$ cat config.mk
export PLATFORM = sky130hd
export DESIGN_NAME = slv_ram_arbiter_flat
export DESIGN_NICKNAME = d
export VERILOG_FILES = /design/src/rtl/slv_ram_arbiter_if.sv /design/src/rtl/slv_ram_arbiter.sv /design/src/flat_wrapper.sv
export SDC_FILE = /design/constraint.sdc
export NUM_CORES = 1
export LEC_CHECK = 0
export CAP_MARGIN = 20
export CELL_PAD_IN_SITES_DETAIL_PLACEMENT = 1
export CELL_PAD_IN_SITES_GLOBAL_PLACEMENT = 2
export CORE_MARGIN = 1.5
export CORE_UTILIZATION = 39
export DETAILED_ROUTE_END_ITERATION = 7
export DONT_BUFFER_PORTS = 1
export PLACE_DENSITY_LB_ADDON = 0.1
export SYNTH_ARGS = -nofsm -noshare
export SYNTH_HDL_FRONTEND = slang
export SYNTH_SLANG_ARGS = --single-unit
export TNS_END_PERCENT = 100
$ cat constraint.sdc
create_clock -name clk_125 -period 3.15 [get_ports clk_125]
set_clock_uncertainty 0.2 [all_clocks]
set_input_delay 0.63 -clock clk_125 [delete_from_list [all_inputs] [get_ports clk_125]]
set_output_delay 0.63 -clock clk_125 [all_outputs]
set_load 0.05 [all_outputs]
$ cat src/rtl/slv_ram_arbiter_if.sv
// Bus bundle for slv_ram_arbiter: PCIe slave side, local req/gnt side and RAM side.
// The slave modport is the arbiter's view; the master modport is the surrounding logic's view.
interface slv_ram_arbiter_if #(
  parameter int ADR_W = 14
);
  logic             p_ce;
  logic             p_we;
  logic [ADR_W-1:0] p_adr;
  logic [15:0]      p_dat_i;
  logic [1:0]       p_sel;
  logic [15:0]      p_dat_o;

  logic             l_req;
  logic             l_we;
  logic [ADR_W-1:0] l_adr;
  logic [15:0]      l_dat_i;
  logic [1:0]       l_sel;
  logic             l_gnt;
  logic             l_rvalid;
  logic [15:0]      l_dat_o;

  logic             m_ce;
  logic             m_we;
  logic [ADR_W-1:0] m_adr;
  logic [15:0]      m_dat;
  logic [1:0]       m_sel;
  logic [15:0]      m_q;

  modport slave (
    input  p_ce, p_we, p_adr, p_dat_i, p_sel,
    output p_dat_o,
    input  l_req, l_we, l_adr, l_dat_i, l_sel,
    output l_gnt, l_rvalid, l_dat_o,
    output m_ce, m_we, m_adr, m_dat, m_sel,
    input  m_q
  );

  modport master (
    output p_ce, p_we, p_adr, p_dat_i, p_sel,
    input  p_dat_o,
    output l_req, l_we, l_adr, l_dat_i, l_sel,
    input  l_gnt, l_rvalid, l_dat_o,
    input  m_ce, m_we, m_adr, m_dat, m_sel,
    output m_q
  );
endinterface

$ cat src/rtl/slv_ram_arbiter.sv
// Single-port BAR RAM arbiter: PCIe slave (absolute priority) > power-up clear sweep > local master.
// Optional saturating traffic statistics are built when ARB_STAT_EN is defined.
module slv_ram_arbiter #(
  parameter int ADR_W      = 14,
  parameter int RD_LAT     = 1,
  parameter int STARVE_MAX = 15
) (
  input  logic                   clk_125,
  input  logic                   rstn,
  slv_ram_arbiter_if.slave       bus,
  output logic                   init_done,
  output logic                   l_starve
`ifdef ARB_STAT_EN
  ,
  input  logic                   stat_clr,
  output logic [15:0]            stat_p,
  output logic [15:0]            stat_l,
  output logic [15:0]            stat_stall
`endif
);

  localparam int STARVE_W = $clog2(STARVE_MAX + 1);

  typedef enum logic {S_INIT, S_RUN} state_t;
  typedef enum logic {OWN_PCIE, OWN_LOCAL} owner_t;
  typedef struct packed {
    logic   vld;
    owner_t owner;
  } tag_t;

  state_t              state;
  logic [ADR_W-1:0]    clr_adr;
  tag_t                tag [RD_LAT];
  tag_t                new_tag;
  tag_t                out_tag;
  logic                sweep_issue;
  logic                stall;
  logic [15:0]         p_hold;
  logic [STARVE_W-1:0] starve_cnt;
  logic [STARVE_W-1:0] starve_nxt;

  // NOTE: every output of this block gets a default first, so no path can infer a latch.
  always_comb begin
    bus.m_ce    = 1'b0;
    bus.m_we    = 1'b0;
    bus.m_adr   = '0;
    bus.m_dat   = '0;
    bus.m_sel   = '0;
    bus.l_gnt   = 1'b0;
    sweep_issue = 1'b0;
    if (rstn) begin
      if (bus.p_ce) begin
        bus.m_ce  = 1'b1;
        bus.m_we  = bus.p_we;
        bus.m_adr = bus.p_adr;
        bus.m_dat = bus.p_dat_i;
        bus.m_sel = bus.p_sel;
      end else if (state == S_INIT) begin
        bus.m_ce    = 1'b1;
        bus.m_we    = 1'b1;
        bus.m_adr   = clr_adr;
        bus.m_sel   = 2'b11;
        sweep_issue = 1'b1;
      end else if (bus.l_req) begin
        bus.m_ce  = 1'b1;
        bus.m_we  = bus.l_we;
        bus.m_adr = bus.l_adr;
        bus.m_dat = bus.l_dat_i;
        bus.m_sel = bus.l_sel;
        bus.l_gnt = 1'b1;
      end
    end
  end

  assign new_tag.vld   = bus.m_ce & ~bus.m_we;
  assign new_tag.owner = bus.p_ce ? OWN_PCIE : OWN_LOCAL;
  assign out_tag       = tag[RD_LAT-1];

  assign bus.p_dat_o = (out_tag.vld && out_tag.owner == OWN_PCIE) ? bus.m_q : p_hold;

  assign stall      = bus.l_req & ~bus.l_gnt;
  assign starve_nxt = !stall ? '0 :
                      (starve_cnt == STARVE_W'(STARVE_MAX)) ? starve_cnt : starve_cnt + 1'b1;

  // NOTE: sequential state uses non-blocking assignments so every register samples pre-edge values.
  always_ff @(posedge clk_125 or negedge rstn) begin
    if (!rstn) begin
      state        <= S_INIT;
      clr_adr      <= '0;
      init_done    <= 1'b0;
      for (int i = 0; i < RD_LAT; i++) tag[i] <= '0;
      p_hold       <= '0;
      bus.l_rvalid <= 1'b0;
      bus.l_dat_o  <= '0;
      starve_cnt   <= '0;
      l_starve     <= 1'b0;
    end else begin
      for (int i = RD_LAT - 1; i > 0; i--) tag[i] <= tag[i-1];
      tag[0] <= new_tag;

      // The sweep pointer only moves on cycles the sweep actually owned the RAM.
      if (sweep_issue) begin
        clr_adr <= clr_adr + 1'b1;
        if (&clr_adr) begin
          state     <= S_RUN;
          init_done <= 1'b1;
        end
      end

      if (out_tag.vld && out_tag.owner == OWN_PCIE) p_hold <= bus.m_q;
      bus.l_rvalid <= out_tag.vld && out_tag.owner == OWN_LOCAL;
      if (out_tag.vld && out_tag.owner == OWN_LOCAL) bus.l_dat_o <= bus.m_q;

      starve_cnt <= starve_nxt;
      l_starve   <= (starve_nxt == STARVE_W'(STARVE_MAX));
    end
  end

`ifdef ARB_STAT_EN
  always_ff @(posedge clk_125 or negedge rstn) begin
    if (!rstn) begin
      stat_p     <= '0;
      stat_l     <= '0;
      stat_stall <= '0;
    end else if (stat_clr) begin
      stat_p     <= '0;
      stat_l     <= '0;
      stat_stall <= '0;
    end else if (state == S_RUN) begin
      if (bus.p_ce  && stat_p     != 16'hFFFF) stat_p     <= stat_p + 1'b1;
      if (bus.l_gnt && stat_l     != 16'hFFFF) stat_l     <= stat_l + 1'b1;
      if (stall     && stat_stall != 16'hFFFF) stat_stall <= stat_stall + 1'b1;
    end
  end
`endif

endmodule
$ cat src/flat_wrapper.sv
// flat-port wrapper written by rule: the top's interface ports become plain ports
module slv_ram_arbiter_flat 
#(
  parameter int ADR_W      = 14,
  parameter int RD_LAT     = 1,
  parameter int STARVE_MAX = 15
)
  (clk_125, rstn, init_done, l_starve, bus_p_ce, bus_p_we, bus_p_adr, bus_p_dat_i, bus_p_sel, bus_p_dat_o, bus_l_req, bus_l_we, bus_l_adr, bus_l_dat_i, bus_l_sel, bus_l_gnt, bus_l_rvalid, bus_l_dat_o, bus_m_ce, bus_m_we, bus_m_adr, bus_m_dat, bus_m_sel, bus_m_q);
  slv_ram_arbiter_if #(.ADR_W(ADR_W)) bus_i ();
  input  logic clk_125;
  input  logic rstn;
  output logic init_done;
  output logic l_starve;
  input wire logic [$bits(bus_i.p_ce)-1:0] bus_p_ce;
  input wire logic [$bits(bus_i.p_we)-1:0] bus_p_we;
  input wire logic [$bits(bus_i.p_adr)-1:0] bus_p_adr;
  input wire logic [$bits(bus_i.p_dat_i)-1:0] bus_p_dat_i;
  input wire logic [$bits(bus_i.p_sel)-1:0] bus_p_sel;
  output wire logic [$bits(bus_i.p_dat_o)-1:0] bus_p_dat_o;
  input wire logic [$bits(bus_i.l_req)-1:0] bus_l_req;
  input wire logic [$bits(bus_i.l_we)-1:0] bus_l_we;
  input wire logic [$bits(bus_i.l_adr)-1:0] bus_l_adr;
  input wire logic [$bits(bus_i.l_dat_i)-1:0] bus_l_dat_i;
  input wire logic [$bits(bus_i.l_sel)-1:0] bus_l_sel;
  output wire logic [$bits(bus_i.l_gnt)-1:0] bus_l_gnt;
  output wire logic [$bits(bus_i.l_rvalid)-1:0] bus_l_rvalid;
  output wire logic [$bits(bus_i.l_dat_o)-1:0] bus_l_dat_o;
  output wire logic [$bits(bus_i.m_ce)-1:0] bus_m_ce;
  output wire logic [$bits(bus_i.m_we)-1:0] bus_m_we;
  output wire logic [$bits(bus_i.m_adr)-1:0] bus_m_adr;
  output wire logic [$bits(bus_i.m_dat)-1:0] bus_m_dat;
  output wire logic [$bits(bus_i.m_sel)-1:0] bus_m_sel;
  input wire logic [$bits(bus_i.m_q)-1:0] bus_m_q;
  assign bus_i.p_ce = bus_p_ce;
  assign bus_i.p_we = bus_p_we;
  assign bus_i.p_adr = bus_p_adr;
  assign bus_i.p_dat_i = bus_p_dat_i;
  assign bus_i.p_sel = bus_p_sel;
  assign bus_p_dat_o = bus_i.p_dat_o;
  assign bus_i.l_req = bus_l_req;
  assign bus_i.l_we = bus_l_we;
  assign bus_i.l_adr = bus_l_adr;
  assign bus_i.l_dat_i = bus_l_dat_i;
  assign bus_i.l_sel = bus_l_sel;
  assign bus_l_gnt = bus_i.l_gnt;
  assign bus_l_rvalid = bus_i.l_rvalid;
  assign bus_l_dat_o = bus_i.l_dat_o;
  assign bus_m_ce = bus_i.m_ce;
  assign bus_m_we = bus_i.m_we;
  assign bus_m_adr = bus_i.m_adr;
  assign bus_m_dat = bus_i.m_dat;
  assign bus_m_sel = bus_i.m_sel;
  assign bus_i.m_q = bus_m_q;
  slv_ram_arbiter #(.ADR_W(ADR_W), .RD_LAT(RD_LAT), .STARVE_MAX(STARVE_MAX)) u_core (.clk_125(clk_125), .rstn(rstn), .bus(bus_i), .init_done(init_done), .l_starve(l_starve));
endmodule
==> flow_metrics.tcl, run 1 <==
set metrics [dict create \
    endpoint_kind "primary output" \
    hold_end "u_core.out_tag[0]$_DFF_PN0_" \
    vdd_drop_max_v 0.000391 \
    cts_sinks 55 \
    worstPathMaxFanout 14 \
    min_period_ns 2.84 \
    timing.final.crit_share 0.900 \
    area_delta_synth_final_pct 29.2 \
    slew_headroom 0.422 \
    syn_inst 239 \
    drt-initial-drc-count 69 \
    core_sq_um 6790 \
    cts_made_buffers 5 \
    grt_pass1_wl_um 10900 \
    worst_skew_pair.late_latency_ns 0.30 \
    reg2reg_depth 5 \
    switchingPower_uw 852 \
    r2r_slack_ns 0.93 \
    fp-row-count 30 \
    synth_seq_area_share 0.502 \
    ios 156 \
    power.share.switching 0.413 \
    cts_tree "built" \
    whs_path_depth 1 \
    setup-violations-final 0 \
    ys_ff_latch 55 \
    ys_warn_count 0 \
    max_freq_ghz 0.353 \
    status "completed" \
    tns_ns 0 \
    layout-drive-gt1-share 0.304 \
    dieArea_sq_um 7540 \
    hold_path.class "in -> reg" \
    fill_cells 691 \
    maxSlewViolCount 0 \
    async_flop_share 1.00 \
    nets 357 \
    reg2reg_to "u_core.clr_adr[10]$_DFFE_PN0N_" \
    power_frac_comb 0.299 \
    synth_top_flop_cell "dfrtp_1" \
    yosysTopAreaCell "dfrtp_1" \
    overflow 0 \
    grt_max_degree 56 \
    hold_violations 0 \
    fin_cells 366 \
    first_global_vias 2192 \
    rsz0062_at_grt "no" \
    worstPathRequired_ns 2.32 \
    synth_edf_count 0 \
    netlist.area_leader.share 0.502 \
    dp.cells 356 \
    gp_congestion 0.674 \
    timing.rr.start "u_core.init_done$_DFFE_PN0P_" \
    detail-route-antenna-nets 0 \
    max_cap_viol_count 0 \
    antenna_cells 0 \
    power_frac_clock 0.185 \
    port_buffers 0 \
    finalWirelength_um 7220 \
    syn_area_per_cell_sq_um 11.5 \
    worst_setup_path_start_kind "register" \
    p_seq_frac 0.516 \
    dp_hpwl_um 5430 \
    syn_nets 327 \
    hp-start "bus_p_ce" \
    initial_core_util 0.404 \
    p_int_uw 1210 \
    cts_root_buffer "clkbuf_8" \
    viasPerCell 5.51 \
    syn_area_sq_um 2740 \
    antenna_found_initial 0 \
    drc_errors 0 \
    path_clk_slew_ns 0.09 \
    wl_per_cell_um 19.7 \
    grt_use_total 0.189 \
    clockBufferDepth 2 \
    cts_setup_buffers 0 \
    via_count 2018 \
    crit_type "reg -> out" \
    fp.dieH_um 86.9 \
    die_w_um 86.9 \
    fin_util 0.522 \
    fin_ws_ns 0.315 \
    leakagePower_uw 0.00158 \
    first_pass_iters 5 \
    tightest_slew_ns 0.866 \
    htree_levels 2 \
    ys_types 34 \
    synth_area_leaders "dfrtp_1, mux2_2, a22o_1" \
    cp_data_arrival_time_ns 2.01 \
    pre_cts_slack_ns 0.420 \
    p_per_area_nw_per_um2 582 \
]
-- how the worst max path moves through the flow --
stage	slack, ns	end	cells after the start	start
finish	0.31	bus_m_adr[10]	5	u_core.init_done$_DFFE_PN0P_
floorplan	0.22	bus_m_adr[0]	6	u_core.init_done$_DFFE_PN0P_
detailed placement	0.42	bus_m_adr[10]	4	rstn
global placement	0.63	bus_m_adr[11]	4	rstn
global route	0.18	bus_m_adr[10]	5	u_core.init_done$_DFFE_PN0P_
CTS	0.28	bus_m_adr[10]	5	u_core.init_done$_DFFE_PN0P_
-- power by group through the flow --
| stage | Clock [uW] | Sequential [uW] | Combinational, uW |
|---|---|---|---|
| 2_1_floorplan | 0 | 1050 | 457 |
| 3_3_place_gp | 0 | 1070 | 587 |
| 3_5_place_dp | 0 | 1080 | 606 |
| 4_1_cts | 398 | 1060 | 625 |
| 5_1_grt | 420 | 1080 | 653 |
| 6_report | 382 | 1060 | 617 |
-- area by class of cell --
type | count | area, sq um | share of cell area
Sequential cell | 55 | 1380 | 0.388
Multi-Input combinational cell | 158 | 1240 | 0.349
Inverter | 11 | 41.3 | 0.0116
Clock buffer | 5 | 68.8 | 0.0194
Clock inverter | 3 | 18.8 | 0.00529
Timing Repair Buffer | 38 | 683 | 0.193
Tap cell | 96 | 120 | 0.0339
-- flip-flops by register name, summed over array words and instances (netlist names) --
signal / flops
u_core.out_tag: 2
u_core.init_done: 1
u_core.clr_adr: 14
u_core.starve_cnt: 4
u_core.bus.l_dat_o: 16
u_core.bus.l_rvalid: 1
u_core.l_starve: 1
u_core.p_hold: 16
-- critical path, cell delays in order (launching register included) --
cell      delay (ns)
dfrtp_1         0.42
buf_4           0.22
nor3b_4         0.59
a222oi_1        0.17
inv_1           0.16
buf_12          0.14
-- cells in the mapped netlist, drive strengths merged, types with 7 or more instances --
| cell type | instances |
|---|---|
| nand3 | 7 |
| a22o | 23 |
| nand2 | 17 |
| dfrtp | 55 |
| o21ai | 11 |
| buf | 9 |
| a222oi | 7 |
| nor3 | 7 |
| inv | 11 |
| xnor2 | 8 |
| nand2b | 11 |
| mux2 | 33 |
-- cells in the final DEF (no fill, tap or decap), types with 2 or more instances in the layout --
cell / n
ha_1: 2
nand2b_1: 11
xor2_1: 6
nor2_1: 6
xnor2_1: 8
a22o_1: 23
clkinv_2: 2
nand2_1: 17
a222oi_1: 7
nand4_1: 3
dfrtp_1: 55
buf_4: 6
and2_1: 2
nor3_1: 7
nand3_1: 6
a21oi_1: 3
mux2_2: 33
inv_1: 11
buf_12: 30
o21ai_0: 11
clkbuf_8: 5
-- metrics by stage --
stage                     area, sq um  power (uW)  hold slack (ns)
after floorplan                  2740        1500            0.134
after global placement           3420        1650            0.136
after detailed placement         3420        1680            0.136
after CTS                        3540        2090            0.222
after global routing             3540        2160            0.213
final                            3540        2060            0.224
-- cell families after synthesis --
family,share of synthesized area
multiplexers,0.139
AND/OR/NAND/NOR,0.122
buffers and inverters,0.0474
flip-flops,0.502
XOR/XNOR,0.0447
adder cells (fa/ha/maj),0.00912
AO/OA/AOI/OAI,0.136
-- what timing repair did --
action                                 CTS  global route
endpoints found under the hold margin   55             0
gates resized for setup                  0             0
hold buffers                             2             0
-- per-layer routing --
layer  global-route usage  up-vias  share of wire
met4               0.0352        0         0.0026
met3               0.0531        2          0.074
li1                     -      918              -
met1                0.206     1017           0.36
met5                    0        -              0
met2                0.364       81           0.56
Power figures use the tool's default switching activity.
==> inputs of run 2 (changes only) <==
CTS_CLUSTER_SIZE = 20   (was default)
==> results of run 2 <==
No change in the layout: final DEF, timing and power equal those of run 1.
==> inputs of run 3 (changes only) <==
CORE_ASPECT_RATIO = 0.7   (was default)
==> run 3 against run 2 <==
  * Die area rose by 0.10%
  * First-iteration DRC count fell by 36%
  * Maximum frequency up 3.6%
  * Utilization is 3.7 points lower
  * Sequential power about the same
  * Cell count fell by 0.55%
  * Clock-buffer cell count unchanged
  * Critical path depth stayed put
  * Register-to-register slack better by 0.05 ns
  * Critical path type unchanged
  * Largest cell class unchanged
  * Largest power group unchanged
==> flow_metrics.tcl, run 3 (synthesized netlist as in run 1, its figures left out) <==
set metrics [dict create \
    status "completed" \
    reg2reg_depth 5 \
    drc_errors 0 \
    antenna_found_initial 0 \
    critPathMaxStageDelay_ns 0.55 \
    antenna_cells 0 \
    met2_length_um 3330 \
    fin_cells 364 \
    tightest_slew_ns 0.800 \
    layout-drive-gt1-share 0.304 \
    gp_congestion 0.714 \
    die_w_um 103 \
    whs_path_depth 1 \
    crit_buf_inv 3 \
    wl_met3_um 484 \
    overflow 0 \
    multi_input_area_sq_um 1240 \
    viasPerCell 5.47 \
    ios 156 \
    max_cap_viol_count 0 \
    worst_setup_path_start_kind "register" \
    final_cell_mix "dfrtp_1, mux2_2, buf_4, a22o_1, nand2_1" \
    drt-initial-drc-count 44 \
    crit_slowest_cell "nor3b_4" \
    wl_met1_um 2840 \
    total_power_uw 2080 \
    setup-violations-final 0 \
    timing.final.crit_share 0.869 \
    tns_ns 0 \
    cts_setup_buffers 0 \
    path_delay_family "simple AND/OR/NAND/NOR gates" \
    fp-row-count 25 \
    routed.top_layer "met4" \
    switchingPower_uw 832 \
    p_seq_frac 0.509 \
    hold_path.class "in -> reg" \
    final_common_cell "dfrtp_1" \
    cp_data_arrival_time_ns 1.91 \
    max_freq_ghz 0.365 \
    top_regs "u_core.bus.l_dat_o: 16 flops, u_core.p_hold: 16 flops, u_core.clr_adr: 14 flops" \
    wl_per_cell_um 18.5 \
    grt_use_total 0.174 \
    cts_made_buffers 5 \
    dp.cells 355 \
    timing.rr.start "u_core.init_done$_DFFE_PN0P_" \
    area_delta_synth_final_pct 20.1 \
    slew_headroom 0.467 \
    crit_type "reg -> out" \
    grt_max_degree 56 \
    worstPathMaxFanout 14 \
    path_clk_slew_ns 0.09 \
    cts_tree "built" \
    worstPathRequired_ns 2.32 \
    hold_end "u_core.out_tag[0]$_DFF_PN0_" \
    port_buffers 0 \
    clockBufferDepth 2 \
    dieArea_sq_um 7550 \
    worst_skew_pair.late_latency_ns 0.30 \
    hp-start "bus_p_ce" \
    fin_util 0.485 \
    critical_path.cell_chain "buf_4, nor3b_4, a222oi_1, inv_1, buf_12" \
    hold_violations 0 \
    core_sq_um 6790 \
    via_count 1990 \
    min_period_ns 2.74 \
    power.share.switching 0.400 \
    finalWirelength_um 6720 \
    leakagePower_uw 0.00152 \
    htree_levels 2 \
    detail-route-antenna-nets 0 \
    vdd_drop_max_v 0.000275 \
    fill_cells 722 \
    nets 358 \
    first_global_vias 2124 \
    r2r_slack_ns 0.98 \
    p_int_uw 1250 \
    dp_hpwl_um 5090 \
    p_per_area_nw_per_um2 632 \
    fp.dieH_um 73.2 \
    initial_core_util 0.404 \
    grt_pass1_wl_um 10200 \
    seqCellArea_sq_um 1380 \
    reg2reg_to "u_core.clr_adr[8]$_DFFE_PN0N_" \
    cts_root_buffer "clkbuf_8" \
    cts_sinks 55 \
    rsz0062_at_grt "no" \
    maxSlewViolCount 0 \
    endpoint_kind "primary output" \
    first_pass_iters 4 \
    power_frac_comb 0.274 \
    power_frac_clock 0.216 \
]
run 3: worst max path at each step:
stage | start | endpoint | slack, ns | cells after the start
2_1_floorplan | u_core.init_done$_DFFE_PN0P_ | bus_m_adr[0] | 0.22 | 6
3_3_place_gp | bus_p_ce | bus_m_adr[10] | 0.69 | 5
3_5_place_dp | bus_p_ce | bus_m_adr[11] | 0.63 | 5
4_1_cts | u_core.init_done$_DFFE_PN0P_ | bus_m_adr[11] | 0.37 | 5
5_1_grt | u_core.init_done$_DFFE_PN0P_ | bus_m_adr[7] | 0.23 | 5
6_report | u_core.init_done$_DFFE_PN0P_ | bus_m_adr[11] | 0.41 | 5
run 3: power groups by stage:
stage,Combinational [uW],Sequential [uW],Clock (uW)
2_1_floorplan,457,1050,0
3_3_place_gp,540,1070,0
3_5_place_dp,558,1080,0
4_1_cts,579,1060,463
5_1_grt,604,1080,493
6_report,571,1060,450
run 3: final cells by class:
class                      count  area share
clock buffer                   5      0.0209
sequential                    55       0.418
inverter                      11      0.0125
timing repair buffer          39       0.126
tap                           94      0.0357
clock inverter                 2      0.0114
multi-input combinational    158       0.375
run 3: metrics by stage:
stage               worst slack (ns)  hold slack, ns  cell area [sq um]
floorplan                      0.222           0.134               2740
global route                   0.235           0.220               3290
detailed placement             0.631           0.135               3150
finish                         0.412           0.229               3290
global placement               0.694           0.136               3150
CTS                            0.365           0.220               3290
run 3: timing repair:
action                     CTS  global route
resized for setup            0             0
setup endpoints to repair    0             0
hold buffers                 2             0
hold endpoints to repair    55             0
run 3: layer usage:
layer	track usage	vias to the layer above
met5	0	-
met4	0.0435	0
met3	0.0383	8
met2	0.300	85
met1	0.222	976
li1	-	921
